===== config.mk =====
export PLATFORM = sky130hd
export DESIGN_NAME = uart_tx_scheduler
export DESIGN_NICKNAME = d
export VERILOG_FILES = /design/src/rtl/uart_pkg.sv /design/src/rtl/uart_rr_arbiter.sv /design/src/rtl/uart_tx_scheduler.sv
export SDC_FILE = /design/constraint.sdc
export NUM_CORES = 1
export LEC_CHECK = 0
export CAP_MARGIN = 15
export CORE_MARGIN = 2
export CORE_UTILIZATION = 40
export DETAILED_ROUTE_END_ITERATION = 16
export PLACE_DENSITY_LB_ADDON = 0.25
export REMOVE_ABC_BUFFERS = 1
export SETUP_SLACK_MARGIN = 0.3
export SYNTH_ARGS = -nofsm -noshare
export SYNTH_HDL_FRONTEND = slang
export SYNTH_HIERARCHICAL = 1
export SYNTH_SLANG_ARGS = --single-unit

===== constraint.sdc =====
create_clock -name tx_clk -period 3 [get_ports tx_clk]
set_input_delay 0.3 -clock tx_clk [delete_from_list [all_inputs] [get_ports tx_clk]]
set_output_delay 0.3 -clock tx_clk [all_outputs]
set_load 0.005 [all_outputs]

===== src/rtl/uart_pkg.sv =====
// Shared types and helpers for the UART transmit scheduler.
// rr_pick works on a 16-wide request vector so one function serves every NUM_REQ.
package uart_pkg;

  localparam int UART_DATA_W = 8;
  localparam int MAX_REQ     = 16;
  localparam int REQ_IDX_W   = 4;

  typedef enum logic [1:0] {
    IDLE      = 2'd0,
    START     = 2'd1,
    WAIT_DONE = 2'd2,
    GAP       = 2'd3
  } sched_state_t;

  // First set bit at or above ptr, wrapping at num_req; 0 when nothing is set.
  function automatic logic [REQ_IDX_W-1:0] rr_pick(
    input logic [MAX_REQ-1:0]   req,
    input logic [REQ_IDX_W-1:0] ptr,
    input int                   num_req
  );
    logic [REQ_IDX_W-1:0] win;
    logic                 found;
    int                   idx;
    win   = '0;
    found = 1'b0;
    for (int k = 0; k < MAX_REQ; k++) begin
      idx = int'(ptr) + k;
      if (idx >= num_req) idx = idx - num_req;
      if (!found && (k < num_req) && req[idx[REQ_IDX_W-1:0]]) begin
        win   = idx[REQ_IDX_W-1:0];
        found = 1'b1;
      end
    end
    return win;
  endfunction

endpackage


===== src/rtl/uart_rr_arbiter.sv =====
// Combinational round-robin pick: lowest set request at or above ptr, wrapping.
// The owner keeps the pointer; this block only looks.
module uart_rr_arbiter
  import uart_pkg::*;
#(
  parameter  int NUM_REQ = 4,
  localparam int ID_W    = (NUM_REQ > 1) ? $clog2(NUM_REQ) : 1
) (
  input  logic [NUM_REQ-1:0] req,
  input  logic [ID_W-1:0]    ptr,
  output logic               valid,
  output logic [ID_W-1:0]    idx
);

  logic [MAX_REQ-1:0]   req_ext;
  logic [REQ_IDX_W-1:0] ptr_ext;
  logic [REQ_IDX_W-1:0] pick;

  always_comb begin
    req_ext              = '0;
    req_ext[NUM_REQ-1:0] = req;
    ptr_ext              = '0;
    ptr_ext[ID_W-1:0]    = ptr;
    pick                 = rr_pick(req_ext, ptr_ext, NUM_REQ);
    valid                = |req;
    idx                  = pick[ID_W-1:0];
  end

endmodule


===== src/rtl/uart_tx_scheduler.sv =====
// Shares one uart_tx between NUM_REQ byte producers: round-robin grant, start/done
// sequencing, completion watchdog and a minimum idle gap between frames.
//
// Handshake: req[i] is a level held until grant[i] pulses; the byte on req_data is
// taken in the cycle the scheduler sits in IDLE and picks i, and grant[i] pulses the
// next cycle together with tx_start. tx_din stays put until the following grant.
module uart_tx_scheduler
  import uart_pkg::*;
#(
  parameter  int NUM_REQ          = 4,
  parameter  int NUM_CLKS_PER_BIT = 16,
  parameter  int TIMEOUT_CLKS     = NUM_CLKS_PER_BIT * 12,
  parameter  int GAP_CLKS         = NUM_CLKS_PER_BIT,
  localparam int ID_W             = (NUM_REQ > 1) ? $clog2(NUM_REQ) : 1
) (
  input  logic                           tx_clk,
  input  logic                           tx_rst,
  input  logic [NUM_REQ-1:0]             req,
  input  logic [NUM_REQ*UART_DATA_W-1:0] req_data,
  output logic [NUM_REQ-1:0]             grant,
  output logic                           busy,
  output logic                           tx_start,
  output logic [UART_DATA_W-1:0]         tx_din,
  input  logic                           tx_done,
  output logic                           frame_done,
  output logic [ID_W-1:0]                frame_id,
  output logic                           timeout,
  output sched_state_t                   state_dbg
);

  localparam int TIMER_MAX = (TIMEOUT_CLKS > GAP_CLKS) ? TIMEOUT_CLKS : GAP_CLKS;
  localparam int TIMER_W   = $clog2(TIMER_MAX + 1);
  localparam logic [TIMER_W-1:0] TIMEOUT_LAST = TIMER_W'(TIMEOUT_CLKS - 1);
  // GAP_CLKS of 0 or 1 both give a single GAP cycle.
  localparam logic [TIMER_W-1:0] GAP_LAST = TIMER_W'((GAP_CLKS > 1) ? GAP_CLKS - 1 : 0);

  sched_state_t         state, state_nxt;
  logic [ID_W-1:0]      rr_ptr, rr_ptr_nxt;
  logic [TIMER_W-1:0]   timer;
  logic                 tx_done_q;
  logic                 done_rise, timer_exp, gap_end;
  logic                 arb_valid;
  logic [ID_W-1:0]      arb_idx;
  logic [UART_DATA_W-1:0] win_byte;

  uart_rr_arbiter #(.NUM_REQ(NUM_REQ)) u_arb (
    .req   (req),
    .ptr   (rr_ptr),
    .valid (arb_valid),
    .idx   (arb_idx)
  );

  assign done_rise = tx_done & ~tx_done_q;
  assign timer_exp = (timer == TIMEOUT_LAST);
  assign gap_end   = (timer == GAP_LAST);

  always_comb begin
    win_byte = '0;
    for (int i = 0; i < NUM_REQ; i++) begin
      if (arb_idx == ID_W'(i)) win_byte = req_data[i*UART_DATA_W +: UART_DATA_W];
    end
  end

  assign rr_ptr_nxt = (arb_idx == ID_W'(NUM_REQ - 1)) ? '0 : arb_idx + 1'b1;

  always_ff @(posedge tx_clk or posedge tx_rst) begin
    if (tx_rst) state <= IDLE;
    else        state <= state_nxt;
  end

  always_comb begin
    state_nxt = state;
    case (state)
      IDLE:      if (arb_valid) state_nxt = START;
      START:     state_nxt = WAIT_DONE;
      WAIT_DONE: if (done_rise || timer_exp) state_nxt = GAP;
      GAP:       if (gap_end) state_nxt = IDLE;
      default:   state_nxt = IDLE;
    endcase
  end

  always_comb begin
    busy      = (state != IDLE);
    tx_start  = (state == START);
    state_dbg = state;
  end

  // Datapath: capture on pick, watchdog/gap timer, one-cycle event pulses.
  always_ff @(posedge tx_clk or posedge tx_rst) begin
    if (tx_rst) begin
      rr_ptr     <= '0;
      grant      <= '0;
      tx_din     <= '0;
      frame_id   <= '0;
      frame_done <= 1'b0;
      timeout    <= 1'b0;
      timer      <= '0;
      tx_done_q  <= 1'b0;
    end else begin
      tx_done_q  <= tx_done;
      grant      <= '0;
      frame_done <= 1'b0;
      timeout    <= 1'b0;
      case (state)
        IDLE: begin
          if (arb_valid) begin
            tx_din   <= win_byte;
            frame_id <= arb_idx;
            grant    <= NUM_REQ'(1) << arb_idx;
            rr_ptr   <= rr_ptr_nxt;
          end
        end
        START: timer <= '0;
        WAIT_DONE: begin
          // A completion edge landing on the last timer cycle still counts as done.
          if (done_rise) begin
            frame_done <= 1'b1;
            timer      <= '0;
          end else if (timer_exp) begin
            timeout <= 1'b1;
            timer   <= '0;
          end else begin
            timer <= timer + 1'b1;
          end
        end
        GAP: if (!gap_end) timer <= timer + 1'b1;
        default: ;
      endcase
    end
  end

endmodule

==> results.cfg, run 1 <==
[power_and_ir_drop]
intPower_mw = 2.212
p_clk_share_pct = 12.1
pwr-share-seq_pct = 16.2
swShare_pct = 39.36
peakVddDrop_uv = 687.0
p_sw_mw = 1.436
leakagePower_nw = 1.334
power.total_mw = 3.648
power.density_nw_per_um2 = 1185
p_comb_share_pct = 71.7

[route]
dr.pass1.iters = 4
viasPerCell = 5.467
wire_per_inst_um = 16.11
drc_errors = 0
drt_iter0_drc = 80
wl_mm = 5.558
ant_nets = 0
num_vias = 1886

[clock_tree]
clock_latency_ps = 290
cts_made_buffers = 5
htree_num_levels = 2
root_buffer = clkbuf_8
clk_pin_slew_ps = 70
clkSinkCount = 29
ctsLongestPathBuffers = 2
tritoncts = built

[synthesis]
postSynthCellCount = 208
synth_cell_type_count = 48
synth.yosys.warnings = 6
avgSynthCellArea_um2 = 9.222
ys_seq_elements = 29
synth_area_um2 = 1918
synth_top_family_by_area = simple AND/OR/NAND/NOR gates
yosys.area_share.xor_xnor_pct = 0.9132
synth.area.top_cells = dfrtp_1, ha_1, a21oi_1, o31ai_1, and3_1
synthAdderAreaFrac_pct = 8.480
synthMuxAreaShare_pct = 6.262
synthSimpleGateAreaFrac_pct = 21.27
synth_common_cells = a21oi_1, dfrtp_1, nand2_1
async_reset_ff_share_pct = 100.0
ys.flop_type = dfrtp_1
synth-compound-area-share_pct = 19.90
synth-edff-count = 0
synth-seq-area-share_pct = 37.83
synth_top_area_share_pct = 37.83
yosysTopAreaCell = dfrtp_1

[timing]
whs_ps = 377.6
hold_violations = 0
final.setup.tns_ps = 0
max_freq_mhz = 337.2
finClkSkew_ps = 5.232
rsz0062_at_grt = true
slew_violations = 0
period_needed_ps = 2966
setup_viol = 0
maxSlewHeadroom_pct = 65.97
tightest_slew_ps = 497.5
timing.final.crit_share_pct = 98.86

[placed_design]
gp_congestion = 0.8149
io_buffers = 58
dpl.cell_count = 327
dp_hpwl_mm = 3.520

[finish]
final_cells = 345
drive_gt1_share_pct = 24.05
syn_to_final_growth_pct = 60.47
nets = 342
antennaDiodeCount = 0

[status]
status = finished, final reports clean

[floorplan]
core_area_um2 = 4661
io_pins = 59
die_w_um = 73.25
die_area_um2 = 5365
fp.dieH_um = 73.25
initial_core_util_pct = 41.15
num_rows = 25

[setup_path]
cp_max_fo = 9
r2r_cells = 12
critPathKind = register to register
arrival_ps = 3150
required_ps = 3180
end_kind = register
cp-start-kind = register

[global_route]
grt_usage_pct = 20.66
gr-total-overflow = 0
grt_start_max_net_pins = 30
grt_pass1_wl_mm = 8.487
grt_pass1_vias = 1835
antenna_found_initial = 0

[run]
drv_cap = 0

[worst_hold_path]
hp-class = primary input to asynchronous set/reset pin
[metal layers]
metal,GRT usage (%),share of wire (%)
met3,4.144,3.4
met4,9.259,2.4
met5,0,0
met2,33.53,51
met1,26.45,43
[layout make-up]
| class | instances | area [um2] |
|---|---|---|
| well taps | 54 | 67.56 |
| clock buffers | 6 | 82.58 |
| fillers | 364 | 1583 |
| repair buffers | 87 | 895.9 |
| flip-flops and latches | 29 | 725.7 |
| multi-input cells | 154 | 1217 |
| clock inverters | 2 | 37.54 |
| inverters | 13 | 51.30 |
[final timing paths]
| kind | startpoint | end | slack [ps] |
|---|---|---|---|
| max | rr_ptr[0]$_DFFE_PP0P_ | tx_din[7]$_DFFE_PP0P_ | 30 |
| min | tx_rst | tx_din[6]$_DFFE_PP0P_ | 380 |
| max reg2reg | rr_ptr[0]$_DFFE_PP0P_ | tx_din[7]$_DFFE_PP0P_ | 30 |
| min reg2reg | tx_din[5]$_DFFE_PP0P_ | tx_din[5]$_DFFE_PP0P_ | 480 |
| max in group asynchronous | tx_rst | tx_din[3]$_DFFE_PP0P_ | 2340 |
| min in group tx_clk | tx_done | tx_done_q$_DFF_PP0_ | 480 |
[repair_timing]
action                                  CTS  global route
resized for setup                        23            14
pin swaps                                 5             6
cloned                                    1             1
hold buffers                              0             0
setup buffers                             6             2
hold endpoints to repair                  0             0
endpoints found under the setup margin    9            10
[power by group through the flow]
| stage | registers (mW) | clock network [mW] | logic [mW] |
|---|---|---|---|
| after CTS | 0.589 | 0.441 | 2.28 |
| final | 0.592 | 0.440 | 2.61 |
| after detailed placement | 0.594 | 0 | 1.84 |
| after global placement | 0.588 | 0 | 1.81 |
| after global routing | 0.604 | 0.467 | 2.82 |
| after floorplan | 0.624 | 0 | 1.01 |
[sequential cells by signal, indices dropped and copies added (netlist names)]
name,flops
rr_ptr,2
tx_din,8
timer,8
state_dbg,2
frame_done,1
timeout,1
tx_done_q,1
frame_id,2
grant,4
[placed cells by master (no fill, tap or decap), drive strengths merged, types with 2 or more instances in the layout]
cell / synthesis / layout
dfrtp: 29 / 29
mux2i: 6 / 6
nand3: 2 / 2
ha: 13 / 13
nand2: 21 / 21
buf: 2 / 28
inv: 13 / 13
nand4b: 2 / 2
a21oi: 29 / 29
nor3: 4 / 4
nand4: 2 / 2
nand3b: 8 / 8
o21ai: 4 / 4
mux2: 3 / 3
o31ai: 11 / 11
and2: 2 / 2
clkbuf: 10 / 7
clkdlybuf4s50: 0 / 58
xnor2: 2 / 2
and3: 13 / 13
nor2: 8 / 8
[critical path, stage by stage, from the launching register on]
cell      delay (ps)
dfrtp_1          390
inv_2             70
ha_4             280
mux2_4           300
nand4_1          100
or4bb_1          510
a22o_4           300
inv_4             80
ha_4             190
nand3b_1         120
a21oi_1          210
a21oi_1           70
o31ai_1          240
[cell families after synthesis]
kind of cell / after synthesis
AO/OA/AOI/OAI: 59
XOR/XNOR: 2
adder cells (fa/ha/maj): 13
buffers and inverters: 25
flip-flops: 29
multiplexers: 10
AND/OR/NAND/NOR: 70
[through the flow]
stage	cell area (um2)	utilization, %	setup WS [ps]
finish	3078	66.04	34.30
global placement	2680	57.50	-23.57
floorplan	1864	-	-148.3
global route	3078	66.04	-86.69
CTS	2964	63.60	158.2
detailed placement	2680	57.50	-89.99
No activity file was read; power rests on OpenSTA's default activity.
==> run 2: changes to the inputs <==
--- a/config.mk
+++ b/config.mk
@@ -10,9 +10,9 @@
 export CORE_UTILIZATION = 40
 export DETAILED_ROUTE_END_ITERATION = 16
 export PLACE_DENSITY_LB_ADDON = 0.25
-export REMOVE_ABC_BUFFERS = 1
 export SETUP_SLACK_MARGIN = 0.3
 export SYNTH_ARGS = -nofsm -noshare
 export SYNTH_HDL_FRONTEND = slang
 export SYNTH_HIERARCHICAL = 1
 export SYNTH_SLANG_ARGS = --single-unit
+export TNS_END_PERCENT = 50
==> run 2 against run 1 <==
Via count down 2.4%. Largest cell class unchanged. Highest routed layer unchanged. Core utilization down 5.2 points. Sequential power about the same. Critical path type unchanged.
==> results.cfg, run 2 (same netlist as run 1, synthesis figures left out) <==
[floorplan]
initial_core_util_pct = 41.15
io_pins = 59
die_area_um2 = 5365
fp.dieH_um = 73.25
die_w_um = 73.25
num_rows = 25
core_area_um2 = 4661

[timing]
tightest_slew_ps = 449.7
period_needed_ps = 2860
setup_slack_ps = 140.1
maxSlewHeadroom_pct = 69.88
timing.final.crit_share_pct = 95.33
final.setup.tns_ps = 0
rsz0062_at_grt = true
max_freq_mhz = 349.7
slew_violations = 0
finClkSkew_ps = 6.912
setup_viol = 0
hold_violations = 0
whs_ps = 393.3

[finish]
reg_top3 = timer (8), tx_din (8), grant (4)
drive_gt1_share_pct = 15.83
final_cells = 332
nets = 329
syn_to_final_growth_pct = 47.95
antennaDiodeCount = 0
layout_common_cells = clkdlybuf4s50_1, a21oi_1, dfrtp_1, nand2_1, and3_1
final_util_pct = 60.89
final_common_cell = clkdlybuf4s50_1
final_area_um2 = 2838

[placed_design]
io_buffers = 58
gp_congestion = 0.8732
post_dp_cell_area_um2 = 2661
dpl.cell_count = 319
dp_hpwl_mm = 3.499
pre_cts_slack_ps = 33.96

[clock_tree]
tritoncts = built
clkSinkCount = 29
clk_pin_slew_ps = 70
cts_made_buffers = 5
root_buffer = clkbuf_8
htree_num_levels = 2
ctsLongestPathBuffers = 2
clock_latency_ps = 280

[global_route]
antenna_found_initial = 0
gr-total-overflow = 0
grt_usage_pct = 19.89
grt_start_max_net_pins = 30
grt_pass1_vias = 1769
grt_pass1_wl_mm = 8.245

[power_and_ir_drop]
pwr-share-seq_pct = 19.9
swShare_pct = 40.35
p_comb_share_pct = 68.2
p_sw_mw = 1.200
p_clk_share_pct = 11.9
leakagePower_nw = 1.245
peakVddDrop_uv = 686.1
power.total_mw = 2.975
power.density_nw_per_um2 = 1049
intPower_mw = 1.775

[route]
viasPerCell = 5.542
num_vias = 1840
wl_mm = 4.954
ant_nets = 0
dr.pass1.iters = 4
drt_iter0_drc = 133
drc_errors = 0
wire_per_inst_um = 14.92

[setup_path]
arrival_ps = 3050
r2r-start = rr_ptr[0]$_DFFE_PP0P_
cp-start-kind = register
r2r_cells = 11
timing.rr.end = tx_din[3]$_DFFE_PP0P_
regToRegSetupSlack_ps = 140
required_ps = 3190
critPathKind = register to register
cp_max_fo = 16
end_kind = register

[synthesis]
syn-num-nets = 260

[run]
drv_cap = 0

[worst_hold_path]
hp-class = primary input to asynchronous set/reset pin

[status]
status = finished, final reports clean
## run 2: worst max-delay path, cell delays in order (launching register included)
cell and delay (ps):
dfrtp_1 400, inv_4 50, ha_4 270, mux2_2 330, nand4_1 110, or4bb_1 500, a22o_4 290, ha_4 210
nand3b_1 170, a21oi_1 150, a21oi_1 70, o31ai_1 220
## run 2: routing by layer
layer | GRT usage (%) | vias up | routed length [um]
met5 | 0 | - | 0
met2 | 32.63 | 69 | 2353
met3 | 4.420 | 5 | 370
met1 | 25.89 | 866 | 2178
li1 | - | 900 | -
met4 | 6.584 | 0 | 52
## run 2: layout make-up
| type | count | area (um2) |
|---|---|---|
| repair buffers | 74 | 733.2 |
| fillers | 401 | 1823 |
| flip-flops and latches | 29 | 725.7 |
| multi-input cells | 154 | 1159 |
| clock inverters | 1 | 5.005 |
| clock buffers | 7 | 96.34 |
| inverters | 13 | 51.30 |
| well taps | 54 | 67.56 |
## run 2: repair_timing
item / CTS / global route
gates resized for setup: 7 / 1
endpoints found under the setup margin: 8 / 9
pin swaps: 3 / 1
buffers inserted: 4 / 0
gates cloned: 1 / 0
hold buffers: 0 / 0
## run 2: how the worst max path moves through the flow
stage,start,endpoint,slack [ps],depth (start not counted)
final,rr_ptr[0]$_DFFE_PP0P_,tx_din[3]$_DFFE_PP0P_,140,11
after global routing,rr_ptr[0]$_DFFE_PP0P_,tx_din[7]$_DFFE_PP0P_,10,11
after detailed placement,req[3],tx_din[3]$_DFFE_PP0P_,30,11
after CTS,rr_ptr[0]$_DFFE_PP0P_,tx_din[6]$_DFFE_PP0P_,180,13
after global placement,req[3],tx_din[0]$_DFFE_PP0P_,70,11
after floorplan,rr_ptr[0]$_DFFE_PP0P_,tx_din[0]$_DFFE_PP0P_,60,13
## run 2: power groups by stage
stage / logic, mW / clock network, mW / registers, mW
3_3_place_gp: 1.82 / 0 / 0.594
2_1_floorplan: 1.27 / 0 / 0.604
5_1_grt: 2.24 / 0.388 / 0.606
6_report: 2.03 / 0.355 / 0.592
4_1_cts: 2.02 / 0.366 / 0.593
3_5_place_dp: 1.84 / 0 / 0.598
